[src/rtl/mssb_req_scheduler.sv]
// Most-significant-set-bit request scheduler with held grants and optional tenure limit.
// Define MSSB_REQ_SCHEDULER_ROUNDROBIN_EN to add the descending round-robin preference mask.
module mssb_req_scheduler #(
  parameter int unsigned WIDTH    = 4,
  parameter int unsigned MAX_HOLD = 0
) (
  input  logic                     i_clk,
  input  logic                     i_rst,
  input  logic                     i_cg,
  input  logic [WIDTH-1:0]         i_req,
  output logic [WIDTH-1:0]         o_gnt,
  output logic [$clog2(WIDTH)-1:0] o_gntIdx,
  output logic                     o_gntValid
);

  localparam int unsigned IW = $clog2(WIDTH);
  localparam int unsigned TW = (MAX_HOLD == 0) ? 1 : $clog2(MAX_HOLD + 1);

  typedef enum logic {IDLE, GRANT} state_e;

  state_e           state_q, state_d;
  logic [WIDTH-1:0] gnt_q, gnt_d;
  logic [IW-1:0]    idx_q, idx_d;
  logic             valid_q, valid_d;
  logic [IW-1:0]    win_idx;
  logic             load_c, clr_c, inc_c, expire_c;

  function automatic logic [IW-1:0] mssb(input logic [WIDTH-1:0] v);
    logic [IW-1:0] r;
    r = '0;
    for (int unsigned i = 0; i < WIDTH; i++) begin
      if (v[i]) r = IW'(i);
    end
    return r;
  endfunction

`ifdef MSSB_REQ_SCHEDULER_ROUNDROBIN_EN
  logic [WIDTH-1:0] mask_q, mask_d;
  logic [WIDTH-1:0] masked_req;

  // Prefer indices below the last winner; wrap to the full request vector if none ask.
  always_comb begin
    masked_req = i_req & mask_q;
    win_idx    = (|masked_req) ? mssb(masked_req) : mssb(i_req);
    mask_d     = mask_q;
    if (load_c) begin
      for (int unsigned i = 0; i < WIDTH; i++) mask_d[i] = (IW'(i) < win_idx);
    end
  end

  always_ff @(posedge i_clk) begin
    if (i_rst)     mask_q <= '1;
    else if (i_cg) mask_q <= mask_d;
  end
`else
  always_comb win_idx = mssb(i_req);
`endif

  // Tenure counter exists only when a hold limit is configured.
  generate
    if (MAX_HOLD != 0) begin : g_tenure
      logic [TW-1:0] ten_q;

      always_ff @(posedge i_clk) begin
        if (i_rst) begin
          ten_q <= '0;
        end else if (i_cg) begin
          if (load_c)                                ten_q <= TW'(1);
          else if (clr_c)                            ten_q <= '0;
          else if (inc_c && ten_q != TW'(MAX_HOLD))  ten_q <= ten_q + TW'(1);
        end
      end

      assign expire_c = (ten_q == TW'(MAX_HOLD));
    end else begin : g_no_tenure
      logic unused_ten;
      assign unused_ten = inc_c ^ clr_c;
      assign expire_c   = 1'b0;
    end
  endgenerate

  always_comb begin
    state_d = state_q;
    gnt_d   = gnt_q;
    idx_d   = idx_q;
    valid_d = valid_q;
    load_c  = 1'b0;
    clr_c   = 1'b0;
    inc_c   = 1'b0;
    case (state_q)
      IDLE: begin
        if (|i_req) begin
          state_d = GRANT;
          gnt_d   = WIDTH'(1) << win_idx;
          idx_d   = win_idx;
          valid_d = 1'b1;
          load_c  = 1'b1;
        end
      end
      GRANT: begin
        if (!i_req[idx_q] || expire_c) begin
          state_d = IDLE;
          gnt_d   = '0;
          idx_d   = '0;
          valid_d = 1'b0;
          clr_c   = 1'b1;
        end else begin
          inc_c = 1'b1;
        end
      end
      default: state_d = IDLE;
    endcase
  end

  always_ff @(posedge i_clk) begin
    if (i_rst) begin
      state_q <= IDLE;
      gnt_q   <= '0;
      idx_q   <= '0;
      valid_q <= 1'b0;
    end else if (i_cg) begin
      state_q <= state_d;
      gnt_q   <= gnt_d;
      idx_q   <= idx_d;
      valid_q <= valid_d;
    end
  end

  assign o_gnt      = gnt_q;
  assign o_gntIdx   = idx_q;
  assign o_gntValid = valid_q;

endmodule

[config.mk]
export PLATFORM = sky130hd
export DESIGN_NAME = mssb_req_scheduler
export DESIGN_NICKNAME = d
export VERILOG_FILES = /design/src/rtl/mssb_req_scheduler.sv
export SDC_FILE = /design/constraint.sdc
export NUM_CORES = 1
export LEC_CHECK = 0
export BUFFER_PORTS_ARGS = -buffer_cell sky130_fd_sc_hd__clkbuf_2
export CORE_MARGIN = 10
export CORE_UTILIZATION = 30
export DETAILED_ROUTE_END_ITERATION = 16
export HOLD_SLACK_MARGIN = 0.1
export PLACE_DENSITY_LB_ADDON = 0.12
export SLEW_MARGIN = 20
export SYNTH_ARGS = -nofsm -noshare
export SYNTH_HDL_FRONTEND = slang
export SYNTH_SLANG_ARGS = --single-unit
[constraint.sdc]
create_clock -name i_clk -period 2.6 [get_ports i_clk]
set_input_delay 0.26 -clock i_clk [delete_from_list [all_inputs] [get_ports i_clk]]
set_output_delay 0.26 -clock i_clk [all_outputs]
set_load 0.1 [all_outputs]
==> results.py <==
metrics = {
    "sta": {
        "fin_skew_ns": 0.00219,
        "tightest_slew_ns": 0.552,
        "fmax_mhz": 646,
        "setup_slack_ns": 1.05,
        "setup_viol": 0,
        "post-route-min-period_ns": 1.55,
        "finalCritPeriodShare": 0.595,
        "grt_setup_unrepaired": "no",
        "drv_slew": 0,
        "final.setup.tns_ns": 0,
        "relSlewSlack": 0.633,
        "hold_violations": 0,
    },
    "clocking": {
        "cts_setup_buffers": 0,
        "htree_num_levels": 1,
        "clk_pin_slew_ns": 0.06,
        "clock_path_buffers": 2,
        "hold_buffers": 0,
        "cts-root-buf": "clkbuf_4",
        "clock-sinks": 8,
        "cts_made_buffers": 3,
        "cts_tree": "done",
        "clock_latency_ns": 0.25,
        "cts_resized": 0,
    },
    "pwr": {
        "p_total_uw": 327,
        "p_leak_nw": 0.213,
        "power_density_nw_per_um2": 630,
        "vdd_ir_drop_max_uv": 253,
    },
    "die": {
        "die_y_um": 57.5,
        "fp.dieArea_um2": 3310,
        "die_w_um": 57.5,
        "coreArea_um2": 1320,
        "num_rows": 13,
        "start_util": 0.321,
        "io_pins": 14,
    },
    "synthesis": {
        "seq_area_frac_synth": 0.379,
        "synth.distinct_cells": 23,
        "yosysWarnings": 0,
        "synth_nets": 52,
        "syn-cell-area_um2": 423,
        "syn_inst": 45,
        "ys_ff_latch": 8,
        "syn_area_per_cell_um2": 9.40,
    },
    "layout": {
        "diodes": 0,
        "layout_commonest_cell": "clkbuf_2",
        "areaGrowthSynthToFinish_pct": 22.8,
        "fill_cells": 159,
        "final_cell_area_um2": 519,
        "layout_common_cells": "clkbuf_2, dfxtp_1, nand2_1",
        "drive_above_1_share": 0.367,
        "post-route-util": 0.394,
        "nNetsFinal": 69,
    },
    "detailed_routing": {
        "vias": 358,
        "post-route-drc-count": 0,
        "drt-pass1-iter-count": 3,
        "wirelength_um": 1020,
        "drtIter0Drc": 9,
        "ant_nets": 0,
        "wl_per_cell_um": 13.6,
        "vias_per_cell": 4.77,
    },
    "placement": {
        "gp_congestion": 0.785,
        "place_hpwl_um": 788,
        "place_ws_ns": 1.07,
        "io_buffers": 13,
        "placed_area_um2": 497,
    },
    "outcome": {
        "status": "finished, final reports clean",
    },
    "grt": {
        "grt_pass1_vias": 388,
        "overflow": 0,
        "grt_use_total": 0.0643,
        "grt_pass1_wl_um": 1720,
        "grt_max_degree": 11,
        "antenna_found_initial": 0,
    },
    "hold_path": {
        "min_path_type": "in2reg",
    },
    "critical_path": {
        "crit_fanout": 4,
        "crit_arrival_ns": 1.72,
        "cp-end-kind": "register",
        "crit_path_start_kind": "register",
        "worstPathRequired_ns": 2.78,
        "path_class": "reg2reg",
    },
    "job": {
        "max_cap_viol_count": 0,
    },
}
==> cell usage after synthesis (all sizes together) <==
library cell	count	area [um2]
mux4	1	22.5
nor2	3	18.8
and2	1	8.76
nand2b	4	25.0
nor3	2	10.0
mux2i	3	30.0
inv	1	3.75
dfxtp	8	160
nor2b	1	6.26
a2111oi	1	8.76
a21oi	3	15.0
nand3	1	5.00
or4	1	11.3
o21ai	5	36.3
mux2	1	11.3
and2b	1	7.51
clkdlybuf4s25	1	10.0
nand3b	1	7.51
a31oi	1	6.26
nand2	5	18.8
==> flip-flops by register name, summed over array words and instances, names as in the netlist <==
name and count:
o_gnt 4, o_gntIdx 2, o_gntValid 1, state_q 1
==> cell families after synthesis <==
family / count (synthesis) / synth area share
buf+inv: 2 / 0.0325
compound gates: 10 / 0.157
mux: 5 / 0.151
flops: 8 / 0.379
simple gates: 20 / 0.281
==> where the power goes <==
| part | internal, mW | total, mW | leakage (nW) | switching [mW] |
|---|---|---|---|---|
| sequential | 0.130 | 0.139 | 0.0657 | 0.00828 |
| combinational | 0.0243 | 0.0922 | 0.133 | 0.0679 |
| clock | 0.0529 | 0.0963 | 0.0138 | 0.0434 |
| total | 0.208 | 0.327 | 0.213 | 0.120 |
==> final cells by class <==
class	count	area, um2	share of cell area
Inverter	1	3.75	0.00723
Tap cell	15	18.8	0.0361
Timing Repair Buffer	13	65.1	0.125
Clock buffer	3	22.5	0.0434
Sequential cell	8	160	0.308
Multi-Input combinational cell	35	249	0.480
==> stage by stage <==
stage | cells | hold WS [ns]
6_report | 75 | 0.292
5_1_grt | 75 | 0.313
4_1_cts | 75 | 0.286
3_5_place_dp | 72 | 0.467
3_3_place_gp | 72 | 0.467
2_1_floorplan | 45 | 0.402
==> final timing paths <==
path                                          startpoint                  endpoint  slack [ns]  cells after the start
worst max-delay path            o_gntIdx[0]$_SDFFE_PP0P_     o_gnt[0]$_SDFFE_PP0P_        1.05                      4
worst min-delay path                               i_rst  o_gntIdx[0]$_SDFFE_PP0P_        0.29                      2
worst max register to register  o_gntIdx[0]$_SDFFE_PP0P_     o_gnt[0]$_SDFFE_PP0P_        1.05                      4
worst min register to register     o_gnt[3]$_SDFFE_PP0P_     o_gnt[3]$_SDFFE_PP0P_        0.47                      2
==> worst max-delay path: stages, from the launching register on <==
cell and delay, ns:
dfxtp_1 0.38, mux4_2 0.53, and2_4 0.19, nor2_4 0.16, mux2i_1 0.21
==> layer usage <==
metal  GRT usage  wire length [um]
met5           0                 0
met4      0.0503                 0
met3      0.0288                78
met2      0.0905               446
met1      0.0730               497
Power figures use the tool's default switching activity.
